<file path="config.mk">
export PLATFORM = sky130hd
export DESIGN_NAME = pipe_buffer
export DESIGN_NICKNAME = d
export VERILOG_FILES = /design/src/rtl/pipe_buffer.sv
export SDC_FILE = /design/constraint.sdc
export NUM_CORES = 1
export LEC_CHECK = 0
export CORE_MARGIN = 2
export CORE_UTILIZATION = 51
export CTS_CLUSTER_SIZE = 40
export DETAILED_ROUTE_END_ITERATION = 10
export GPL_ROUTABILITY_DRIVEN = 0
export PLACE_DENSITY = 0.82
export SYNTH_ARGS = -nofsm -noshare
export SYNTH_HDL_FRONTEND = slang
export SYNTH_SLANG_ARGS = --single-unit
</file>
<file path="constraint.sdc">
create_clock -name clk -period 8.81 [get_ports clk]
set_input_delay 2.643 -clock clk [delete_from_list [all_inputs] [get_ports clk]]
set_output_delay 2.643 -clock clk [all_outputs]
set_load 0.005 [all_outputs]
</file>
<file path="src/rtl/pipe_buffer.sv">
// pipe_buffer: ready/valid elastic buffer built as a circular FIFO.
//
// Parameters
//   WIDTH  - payload width in bits (>= 1)
//   DEPTH  - number of storage entries (>= 1, any value)
//   BUBBLE - payload presented whenever no entry is valid
//
// Ports
//   clk       - single clock, all state updates on the rising edge
//   rst       - synchronous active-high reset of control state
//   flush     - synchronous discard of every held entry
//   in_valid  - upstream offers in_data
//   in_ready  - buffer can accept this cycle
//   in_data   - upstream payload
//   out_valid - head entry presented on out_data
//   out_ready - downstream accepts this cycle
//   out_data  - head payload, or BUBBLE when out_valid is 0
//   count     - number of held entries
//
// in_ready depends only on registered occupancy plus flush/rst, so there is
// no combinational path from out_ready to in_ready. A full buffer therefore
// refuses a push even when the head is being popped in the same cycle.
module pipe_buffer #(
  parameter int               WIDTH  = 32,
  parameter int               DEPTH  = 2,
  parameter logic [WIDTH-1:0] BUBBLE = '0
) (
  input  logic                       clk,
  input  logic                       rst,
  input  logic                       flush,
  input  logic                       in_valid,
  output logic                       in_ready,
  input  logic [WIDTH-1:0]           in_data,
  output logic                       out_valid,
  input  logic                       out_ready,
  output logic [WIDTH-1:0]           out_data,
  output logic [$clog2(DEPTH+1)-1:0] count
);

  localparam int PTR_W = (DEPTH > 1) ? $clog2(DEPTH) : 1;
  localparam int CNT_W = $clog2(DEPTH + 1);
  localparam logic [PTR_W-1:0] PTR_LAST = PTR_W'(DEPTH - 1);
  localparam logic [CNT_W-1:0] CNT_FULL = CNT_W'(DEPTH);

  // Pointers wrap explicitly so DEPTH need not be a power of two.
  function automatic logic [PTR_W-1:0] ptr_inc(input logic [PTR_W-1:0] p);
    return (p == PTR_LAST) ? '0 : p + 1'b1;
  endfunction

  logic [WIDTH-1:0] mem_q [DEPTH];

  logic [PTR_W-1:0] wr_ptr_q, wr_ptr_d;
  logic [PTR_W-1:0] rd_ptr_q, rd_ptr_d;
  logic [CNT_W-1:0] count_q, count_d;
  logic             push;
  logic             pop;

  always_comb begin
    // rst and flush both mask the handshakes so nothing moves in those cycles.
    in_ready  = (count_q < CNT_FULL) && !flush && !rst;
    out_valid = (count_q != '0) && !flush && !rst;
    push      = in_valid && in_ready;
    pop       = out_valid && out_ready;
    out_data  = out_valid ? mem_q[rd_ptr_q] : BUBBLE;

    wr_ptr_d = wr_ptr_q;
    rd_ptr_d = rd_ptr_q;
    count_d  = count_q;

    if (flush) begin
      wr_ptr_d = '0;
      rd_ptr_d = '0;
      count_d  = '0;
    end else begin
      if (push) wr_ptr_d = ptr_inc(wr_ptr_q);
      if (pop)  rd_ptr_d = ptr_inc(rd_ptr_q);
      case ({push, pop})
        2'b10:   count_d = count_q + 1'b1;
        2'b01:   count_d = count_q - 1'b1;
        default: count_d = count_q;
      endcase
    end
  end

  assign count = count_q;

  // Control state: reset has priority over flush, push and pop.
  always_ff @(posedge clk) begin
    if (rst) begin
      wr_ptr_q <= '0;
      rd_ptr_q <= '0;
      count_q  <= '0;
    end else begin
      wr_ptr_q <= wr_ptr_d;
      rd_ptr_q <= rd_ptr_d;
      count_q  <= count_d;
    end
  end

  // Storage is data only and is never reset; push is already gated by rst.
  always_ff @(posedge clk) begin
    if (push) mem_q[wr_ptr_q] <= in_data;
  end

endmodule
</file>
# ---- Word level (Yosys, flattened, before mapping)
# Memories as Yosys holds them, arrays and structs flattened. A register that Yosys moved wholly into a read port is not among the register bits.
# Cells that the tools add are included.
# Widths: inputs -> output; s select.
dict set report word_totals {
  mem_bits_rw 64
  latchBits 0
  mem_count 1
  inputBits 37
  regBits 4
  romBits 0
}
# memory depth word_bits read_ports rd_clocked_by_memory_dff write_ports line
set memory_table {}
lappend memory_table {mem_q 2 32 1 1 1 50} ;# logic [WIDTH-1:0] mem_q [DEPTH];
dict set report classes {
  n_mul 0
  n_mux 8
  n_lt_le_gt_ge 1
  bitwise_logic 0
  n_reduce_logical 11
  n_eq_ne 2
  div_mod_pow 0
  shifts 0
  add_sub_neg 4
}
# operator n
set op_table {}
lappend op_table {{$mux 32} 1}
lappend op_table {{$logic_and 1x1->1} 6}
lappend op_table {{$mux 1} 6}
lappend op_table {{$pmux 2 s2} 1}
lappend op_table {{$reduce_bool 2->1} 2}
lappend op_table {{$add 1x1->1 const B} 2}
lappend op_table {{$add 2x1->2 const B} 1}
lappend op_table {{$eq 2x1->1 const B} 1}
lappend op_table {{$eq 2x2->1 const B} 1}
lappend op_table {{$logic_not 1->1} 2}
lappend op_table {{$lt 2x2->1 const B} 1}
lappend op_table {{$reduce_or 2->1} 1}
lappend op_table {{$sub 2x1->2 const B} 1}

# ---- Depth between registers and ports, before layout
# Gate-level depths: netlist of the first run.
dict set report logic_depth {
  word_depth 6
  mapped_depth 8
  ltp_nobuf 7
}

# ---- Worst setup path after synthesis of the first run
# No wires, ideal clock.
dict set report synth_path {
  path_type {input-to-output}
  start {in rst}
  end {out out_data[10]}
  path_stages 4
  path_slack_ps 2926
  t_arrival_ps 3241
  path_buffers 1
  path_cell_list {nor2_1 o21ai_1 buf_2 nor2_1}
}
dict set report synth_via {
  elab_chain_len 3
}
# element line
set synth_rtl {}
lappend synth_rtl {{start, declared} 29} ;# input logic rst,
lappend synth_rtl {{$logic_not 1->1} 61} ;# out_valid = (count_q != '0) && !flush && !rst;
lappend synth_rtl {{$logic_and 1x1->1} 61}
lappend synth_rtl {{$mux 32} 64} ;# out_data = out_valid ? mem_q[rd_ptr_q] : BUBBLE;
lappend synth_rtl {{end, declared} 36} ;# output logic [WIDTH-1:0] out_data,
# Every way passes these cells.

# ---- Worst setup path after layout of the first run
dict set report layout_path {
  start {in rst}
  end {out out_data[13]}
}
# The elaborated chain is that of the path after synthesis.

==> metrics.cfg, run 1 <==
[route]
first_iter_violations = 82
vias = 1569
drc = 0
drt-wirelength-per-cell_um = 14.9
drtPass1Iterations = 4
viasPerCell = 4.95
drt-total-wl_um = 4740
postRouteAntennaNets = 0

[status]
status = finished, final reports clean

[sta]
fin_crit_ps = 7050
slew_violations = 0
worst_slew_pin_slew_ps = 988
skew_ps = 8.34
rsz0062_at_grt = false
post-route-period-util_pct = 80.0
tns_ps = 0
finalSetupViolCount = 0
fmax_mhz = 142
slew_headroom_pct = 34.1
finalHoldViolations = 0

[setup_path]
cp-start-kind = primary input
cp_max_fo = 22
critPathArrivalTime_ps = 4410
path_class = primary input to output port
end_kind = output port
crit_path_start = rst
rr_startpoint = count[1]
required_ps = 6170

[clock_tree]
cts_tree = yes
post_cts_buffers = 0
cts_resized = 0
numCtsBuffers = 9
htree_levels = 3
clk_pin_slew_ps = 60
cts.sinks = 69
hold_buffers = 0
cts_root_buf = clkbuf_8
clk_latency_ps = 330
clockBufferDepth = 2

[place]
port_buffers = 72
dp.cells = 301
hpwlAfterDp_um = 3180
dpl_cell_area_sq_um = 3430

[global_routing]
antenna_found_initial = 0
grt_use_total_pct = 17.5
grt_overflow = 0
grt_max_degree = 33
grt_pass1_wl_um = 7090
grt_pass1_vias = 1634

[yosys]
synth_area_sq_um = 2640
syn_nets = 203
yosys.area.top_type = edfxtp_1
ys_seq_area_share_pct = 76.7
ys_ff_latch = 69
syn_inst = 165
yosysTopAreaCellShare_pct = 72.9
synth_area_leaders = edfxtp_1 (73%), mux2i_1 (12%), nor2_1 (5.7%), dfxtp_1 (3.8%), buf_2 (1.3%)
syn_avg_cell_area_sq_um = 16.0
ys_warn_count = 0
ys_types = 18

[final_layout]
n_antenna_cell = 0
fin_nets = 280
design_area_sq_um = 3620
mostFrequentLayoutCells = clkdlybuf4s50_1 (72), edfxtp_1 (64), nor2_1 (39)
utilization_pct = 71.7
layout_commonest_cell = clkdlybuf4s50_1
syn_to_final_growth_pct = 37.2
stdcell_count = 317
layout-drive-gt1-share_pct = 8.10

[run]
maxCapViolations = 0

[power]
power_uw = 635
p_leak_nw = 1.15
vdd_ir_drop_max_v = 0.000116
power_density_nw_per_um2 = 176

[floorplan]
die_h_um = 75.9
row_count = 26
initial_utilization_pct = 52.3
design.portCount = 73
fp.dieW_um = 75.9
die-area_sq_um = 5760
coreArea_sq_um = 5040

[hold_path]
min_from = rd_ptr_q
hold_class = register to register

==> where the power goes <==
part | internal [mW] | switching [mW] | total [mW] | leakage, nW
Sequential | 0.364 | 0.00228 | 0.367 | 0.622
Clock | 0.129 | 0.108 | 0.238 | 0.0931
Combinational | 0.0193 | 0.0113 | 0.0306 | 0.439
==> path summary, 6_finish.rpt <==
check	cells past startpoint	slack, ps	end
setup / recovery	6	1760	out_data[13]
hold / removal	2	520	register
setup reg to reg	6	6640	count[1]
hold reg to reg	2	520	register
==> synthesized netlist by cell type <==
cell / number
edfxtp_1: 64
nor2_1: 40
mux2i_1: 32
buf_2: 7
dfxtp_1: 5
inv_1: 2
o21ai_0: 2
xnor2_1: 2
xor2_1: 2
a21oi_1: 1
and3_1: 1
clkbuf_1: 1
ha_1: 1
nand2_1: 1
nor2b_1: 1
o21ai_1: 1
or2_2: 1
or3_1: 1
==> cell type report <==
| type | count | area [sq um] |
|---|---|---|
| clock buffers | 11 | 131 |
| clock inverters | 5 | 52.6 |
| fillers | 350 | 1430 |
| inverters | 2 | 7.51 |
| multi-input cells | 86 | 578 |
| flip-flops and latches | 69 | 2020 |
| well taps | 70 | 87.6 |
| repair buffers | 74 | 736 |
==> kinds of logic (layout without fill, tap and decap cells) <==
group,Yosys count,in the layout,synth area share (%)
flip-flops,69,69,76.7
multiplexers,32,32,12.2
AO/OA/AOI/OAI,4,4,0.759
XOR/XNOR,4,4,1.33
adder cells (fa/ha/maj),1,1,0.475
buffers and inverters,10,92,1.76
AND/OR/NAND/NOR,45,45,6.79
==> per-layer routing <==
metal,vias to the layer above,track usage (%),wire length [um]
li1,751,-,-
met3,9,5.82,321
met4,0,8.77,74
met2,58,30.7,2460
met1,751,18.9,1880
met5,-,0,0
==> worst max-delay path: stages <==
cell and delay, ps:
clkdlybuf4s50_1 410, nor2_1 190, o21ai_2 200, buf_4 270, nor2_1 160, clkdlybuf4s50_1 520
==> flip-flops by register name, summed over array words and instances (netlist names), named ones only <==
register and cells:
count 2, rd_ptr_q 1, mem_q 64, wr_ptr_q 1
==> per-stage QoR <==
step | setup slack (ps) | hold WS (ps)
2_1_floorplan | 2930 | 472
3_3_place_gp | 1770 | 486
3_5_place_dp | 1740 | 499
4_1_cts | 1740 | 525
5_1_grt | 1620 | 554
6_report | 1760 | 522
(Power assumes the default switching activity.)
==> inputs of run 2 (changes only) <==
--- a/config.mk
+++ b/config.mk
@@ -6,11 +6,11 @@
 export NUM_CORES = 1
 export LEC_CHECK = 0
 export CORE_MARGIN = 2
-export CORE_UTILIZATION = 51
+export CORE_UTILIZATION = 43
 export CTS_CLUSTER_SIZE = 40
 export DETAILED_ROUTE_END_ITERATION = 10
 export GPL_ROUTABILITY_DRIVEN = 0
-export PLACE_DENSITY = 0.82
+export PLACE_DENSITY = 0.74
 export SYNTH_ARGS = -nofsm -noshare
 export SYNTH_HDL_FRONTEND = slang
 export SYNTH_SLANG_ARGS = --single-unit
==> constraint.sdc (replaced) <==
create_clock -name clk -period 5.9 [get_ports clk]
set_input_delay 1.77 -clock clk [delete_from_list [all_inputs] [get_ports clk]]
set_output_delay 1.77 -clock clk [all_outputs]
set_load 0.005 [all_outputs]
==> run 2 against run 1 <==
  * Cell area is 1.3% higher
  * Critical endpoint is now out_data[0]
  * Critical path type unchanged
  * Worst setup slack worse by 1200 ps
  * First-iteration DRC count is 44% lower
  * Final cell count is 1.3% higher
  * Global-route usage is 3.5 points lower
  * Register-to-register slack worse by 2700 ps
  * Worst hold slack worse by 12 ps
==> metrics.cfg, run 2 (synthesis results as in run 1) <==
[final_layout]
largest_reg_flops = 64  ; unchanged
n_antenna_cell = 0  ; unchanged
layout_commonest_cell = clkdlybuf4s50_1
fin_nets = 279  ; -0.36%
stdcell_count = 321  ; +1.3%
syn_to_final_growth_pct = 39.0
n_fill_cell = 436  ; +25%
regMostFlops = mem_q
layout-drive-gt1-share_pct = 7.72  ; -0.37 points
design_area_sq_um = 3660  ; +1.3%
mostFrequentLayoutCells = clkdlybuf4s50_1 (72), edfxtp_1 (64), nor2_1 (39)

[floorplan]
coreArea_sq_um = 5920  ; +17%
design.portCount = 73  ; unchanged
die-area_sq_um = 6770  ; +18%
row_count = 28  ; +7.7%
fp.dieW_um = 82.3  ; +8.4%
die_h_um = 82.3  ; +8.4%
initial_utilization_pct = 44.5  ; -7.8 points

[hold_path]
min_from = rd_ptr_q
hold_class = register to register

[status]
status = finished, final reports clean

[route]
vias = 1513  ; -3.6%
postRouteAntennaNets = 0  ; unchanged
drt-total-wl_um = 4440  ; -6.4%
viasPerCell = 4.71  ; -4.8%
drc = 0  ; unchanged
drtPass1Iterations = 4  ; unchanged
first_iter_violations = 46  ; -44%
drt-wirelength-per-cell_um = 13.8  ; -7.5%

[sta]
finalHoldViolations = 0  ; unchanged
fin_crit_ps = 5340
skew_ps = 9.31  ; +0.969 ps
fmax_mhz = 187
tns_ps = 0  ; unchanged
fin_ws_ps = 560  ; -1200 ps
worst_slew_pin_slew_ps = 989  ; +1.17 ps
rsz0062_at_grt = false
post-route-period-util_pct = 90.5
finalSetupViolCount = 0  ; unchanged
slew_headroom_pct = 34.1  ; -0.078 points
slew_violations = 0  ; unchanged

[setup_path]
required_ps = 4130  ; -2040 ps
cp-start-kind = primary input
cp_max_fo = 19  ; -14%
end_kind = output port
crit_path_start = rst
path_class = primary input to output port
rr_startpoint = count[1]
critPathArrivalTime_ps = 3570  ; -840 ps

[place]
dp_slack_ps = 552  ; -1190 ps
dpl_cell_area_sq_um = 3430  ; unchanged
dp.cells = 305  ; +1.3%
port_buffers = 72  ; unchanged
hpwlAfterDp_um = 2820  ; -11%

[clock_tree]
clockBufferDepth = 2  ; unchanged
clk_latency_ps = 330  ; about the same
post_cts_buffers = 0  ; unchanged
cts_tree = yes
htree_levels = 3  ; unchanged
cts.sinks = 69  ; unchanged
clk_pin_slew_ps = 70  ; about the same
numCtsBuffers = 9  ; unchanged
cts_root_buf = clkbuf_8
cts_resized = 0  ; unchanged
hold_buffers = 0  ; unchanged

[global_routing]
grt_pass1_vias = 1532  ; -6.2%
antenna_found_initial = 0  ; unchanged
grt_use_total_pct = 14.0  ; -3.5 points
grt_max_degree = 33  ; unchanged
grt_pass1_wl_um = 6780  ; -4.4%
grt_overflow = 0  ; unchanged

[power]
power_density_nw_per_um2 = 282  ; +60%
vdd_ir_drop_max_v = 0.000168  ; +46%
p_leak_nw = 1.17  ; +1.4%

[run]
maxCapViolations = 0  ; unchanged

-- run 2: changes by cell type in the layout (fill, tap and decap cells not counted) --
cell        change
and3_2          +1
bufinv_16       +2
clkinv_1        +1
and3_1          -1
clkinvlp_4      -1
clkinv_2        -2
buf_4           -1
-- run 2: routing by layer --
layer	vias to the layer above	wire, um	global-route usage, %
li1	748	-	-
met1	709	1730	14.3
met2	49	2360	25.0
met3	7	287	4.35
met4	0	61	8.50
met5	-	0	0
-- run 2: layout make-up --
cell class / instances / area, sq um / area share [%]
tap: 75 / 93.8 / 2.56
clock inverter: 5 / 98.8 / 2.70
inverter: 2 / 7.51 / 0.205
sequential: 69 / 2020 / 55.2
multi-input combinational: 86 / 579 / 15.8
clock buffer: 11 / 131 / 3.59
timing repair buffer: 73 / 728 / 19.9
-- run 2: path summary, 6_finish.rpt --
kind | to | slack (ps) | cells past startpoint
max | out_data[0] | 560 | 6
min | rd_ptr_q | 510 | 2
max reg2reg | count[1] | 3980 | 5
min reg2reg | rd_ptr_q | 510 | 2
-- run 2: through the flow --
step / hold WS [ps] / power, mW / utilization (%)
after CTS: 519 / 1.04 / 61.9
after detailed placement: 499 / 0.603 / 58.0
final: 510 / 1.03 / 61.9
after global placement: 488 / 0.602 / 58.0
after global routing: 540 / 1.07 / 61.9
after floorplan: 472 / 0.570 / -
-- run 2: worst max-delay path, cell delays in order --
cell and delay (ps):
clkdlybuf4s50_1 410, nor2_1 190, o21ai_2 240, buf_4 280, nor2_1 150, clkdlybuf4s50_1 520
-- run 2: power by group --
group          total (mW)  internal (mW)  leakage (nW)  switching (mW)
sequential          0.547          0.544         0.622         0.00323
clock               0.440          0.279         0.115           0.161
combinational      0.0446         0.0287         0.433          0.0159
total                1.03          0.852          1.17           0.180
==> inputs of run 3 (changes only) <==
--- a/config.mk
+++ b/config.mk
@@ -6,11 +6,13 @@
 export NUM_CORES = 1
 export LEC_CHECK = 0
 export CORE_MARGIN = 2
-export CORE_UTILIZATION = 43
+export CORE_UTILIZATION = 59
 export CTS_CLUSTER_SIZE = 40
 export DETAILED_ROUTE_END_ITERATION = 10
+export DONT_BUFFER_PORTS = 1
 export GPL_ROUTABILITY_DRIVEN = 0
-export PLACE_DENSITY = 0.74
+export PLACE_DENSITY = 0.73
+export SKIP_CTS_REPAIR_TIMING = 1
 export SYNTH_ARGS = -nofsm -noshare
 export SYNTH_HDL_FRONTEND = slang
 export SYNTH_SLANG_ARGS = --single-unit
==> constraint.sdc (replaced) <==
create_clock -name clk -period 6.07 [get_ports clk]
set_input_delay 1.821 -clock clk [delete_from_list [all_inputs] [get_ports clk]]
set_output_delay 1.821 -clock clk [all_outputs]
set_load 0.005 [all_outputs]
==> run 3 against run 2 <==
  * Combinational power is 67% lower
  * Largest cell class unchanged
  * Flip-flop and latch count stayed put
  * Die area is 26% lower
  * Power is 9.2% lower
  * Sequential share of layout area is 15 points higher
  * Critical path depth is 2 lower
  * Global-route usage is 3.5 points higher
  * Cell area is 21% lower
  * Non-clock buffer count is 71 lower
==> metrics.cfg, run 3 (synthesis results as in run 1) <==
[clock_tree]
cts_root_buf = clkbuf_8
numCtsBuffers = 9  ; unchanged
clk_pin_slew_ps = 60  ; about the same
cts.sinks = 69  ; unchanged
cts_tree = yes
clockBufferDepth = 2  ; unchanged
clk_latency_ps = 340  ; about the same
htree_levels = 3  ; unchanged

[floorplan]
coreArea_sq_um = 4320  ; -27%
initial_utilization_pct = 60.9  ; +16 points
die-area_sq_um = 5020  ; -26%
die_h_um = 70.8  ; -14%
fp.dieW_um = 70.8  ; -14%
row_count = 24  ; -14%
design.portCount = 73  ; unchanged

[setup_path]
rr_startpoint = count[1]
cp_slowest_cell = buf_4
cpLargestDelayFamily = simple AND/OR/NAND/NOR gates
cp_cell_sequence = nor2_1, o21ai_2, buf_4, nor2_1
path_common_cell = nor2_1
critical_path.max_stage_delay_ps = 260  ; -260 ps
path_buf_inv = 1  ; -2
crit_path_start = rst
cp_max_fo = 24  ; +5
cp-start-kind = primary input
required_ps = 4250  ; +120 ps
path_class = primary input to output port
end_kind = output port
critPathArrivalTime_ps = 2650  ; -920 ps

[sta]
rsz0062_at_grt = false
post-route-period-util_pct = 73.7
timing.hold.ws_ps = 521  ; +11.1 ps
slew_headroom_pct = 36.4  ; +2.4 points
tns_ps = 0  ; unchanged
worst_slew_pin_slew_ps = 954  ; -35.4 ps
slew_violations = 0  ; unchanged
fin_crit_ps = 4470
skew_ps = 5.93  ; -3.38 ps
finalHoldViolations = 0  ; unchanged
finalSetupViolCount = 0  ; unchanged
fmax_mhz = 224

[final_layout]
layout-drive-gt1-share_pct = 10.3  ; +2.6 points
largest_reg_flops = 64  ; unchanged
mostFrequentLayoutCells = edfxtp_1 (64), nor2_1 (39), mux2i_1 (32)
layout_commonest_cell = edfxtp_1
syn_to_final_growth_pct = 9.88
fin_nets = 208  ; -25%
regMostFlops = mem_q
n_antenna_cell = 0  ; unchanged
n_fill_cell = 313  ; -28%

[route]
drc = 0  ; unchanged
drt-total-wl_um = 4160  ; -6.3%
first_iter_violations = 99  ; +120%
vias = 1278  ; -16%
drt-wirelength-per-cell_um = 18.3  ; +32%
drtPass1Iterations = 4  ; unchanged
postRouteAntennaNets = 0  ; unchanged
viasPerCell = 5.63  ; +19%

[power]
pwr-share-comb_pct = 1.6  ; -2.7 points
p_switching_uw = 173  ; -3.7%
power_density_nw_per_um2 = 324  ; +15%
p_int_uw = 763  ; -10%
p_leak_nw = 0.897  ; -23%
p_seq_share_pct = 56.8  ; +3.8 points
switching_share_pct = 18.5  ; +1.1 points
power_frac_clock_pct = 41.6  ; -1.0 points
vdd_ir_drop_max_v = 0.000189  ; +12%

[status]
status = finished, final reports clean

[hold_path]
hold_class = register to register
min_from = rd_ptr_q

[place]
port_buffers = 0  ; -100%
hpwlAfterDp_um = 2650  ; -6.3%

[global_routing]
grt_use_total_pct = 17.6  ; +3.5 points
grt_max_degree = 33  ; unchanged
grt_pass1_wl_um = 6250  ; -7.8%
grt_pass1_vias = 1336  ; -13%
grt_overflow = 0  ; unchanged
antenna_found_initial = 0  ; unchanged

[run]
maxCapViolations = 0  ; unchanged

-- run 3: worst paths after layout --
check	endpoint	slack [ps]	cells past startpoint
min	register	520	2
max reg2reg	mem_q[1][4]	4080	3
min reg2reg	register	520	2
max	out_data[0]	1600	4
-- run 3: tightest hold or removal path, delay by kind of cell (launching register included) --
family	cells	cell delay, ps
flip-flops	1	330
XOR/XNOR	1	80
AND/OR/NAND/NOR	1	70
-- run 3: power by group through the flow --
stage	registers [mW]	clock network, mW	logic (mW)
final	0.533	0.389	0.0148
after global routing	0.533	0.414	0.0168
after CTS	0.533	0.396	0.0152
after detailed placement	0.543	0	0.0151
after global placement	0.542	0	0.0143
after floorplan	0.542	0	0.0125
-- run 3: area by class of cell --
type | count | area, sq um | area share [%]
multi-input cells | 86 | 578 | 20.0
inverters | 2 | 7.51 | 0.259
clock inverters | 5 | 75.1 | 2.59
clock buffers | 11 | 131 | 4.54
repair buffers | 2 | 15.0 | 0.519
flip-flops and latches | 69 | 2020 | 69.9
well taps | 52 | 65.1 | 2.25
-- run 3: through the flow --
| stage | utilization, % | setup WS (ps) | std cells | instance area, sq um | power [mW] |
|---|---|---|---|---|---|
| 6_report | 67.0 | 1600 | 227 | 2900 | 0.937 |
| 5_1_grt | 67.0 | 1490 | 227 | 2900 | 0.964 |
| 4_1_cts | 67.0 | 1580 | 227 | 2900 | 0.944 |
| 3_5_place_dp | 62.2 | 1580 | 211 | 2690 | 0.558 |
| 3_3_place_gp | 62.2 | 1620 | 211 | 2690 | 0.557 |
| 2_1_floorplan | - | 1830 | 165 | 2640 | 0.554 |
-- run 3: metal layers --
layer	share of wire, %	routed length (um)	vias to the layer above	track usage [%]
li1	-	-	602	-
met1	37	1550	617	18.6
met2	52	2150	54	28.8
met3	10	419	5	9.97
met4	1.0	43	0	7.76
met5	0	0	-	0
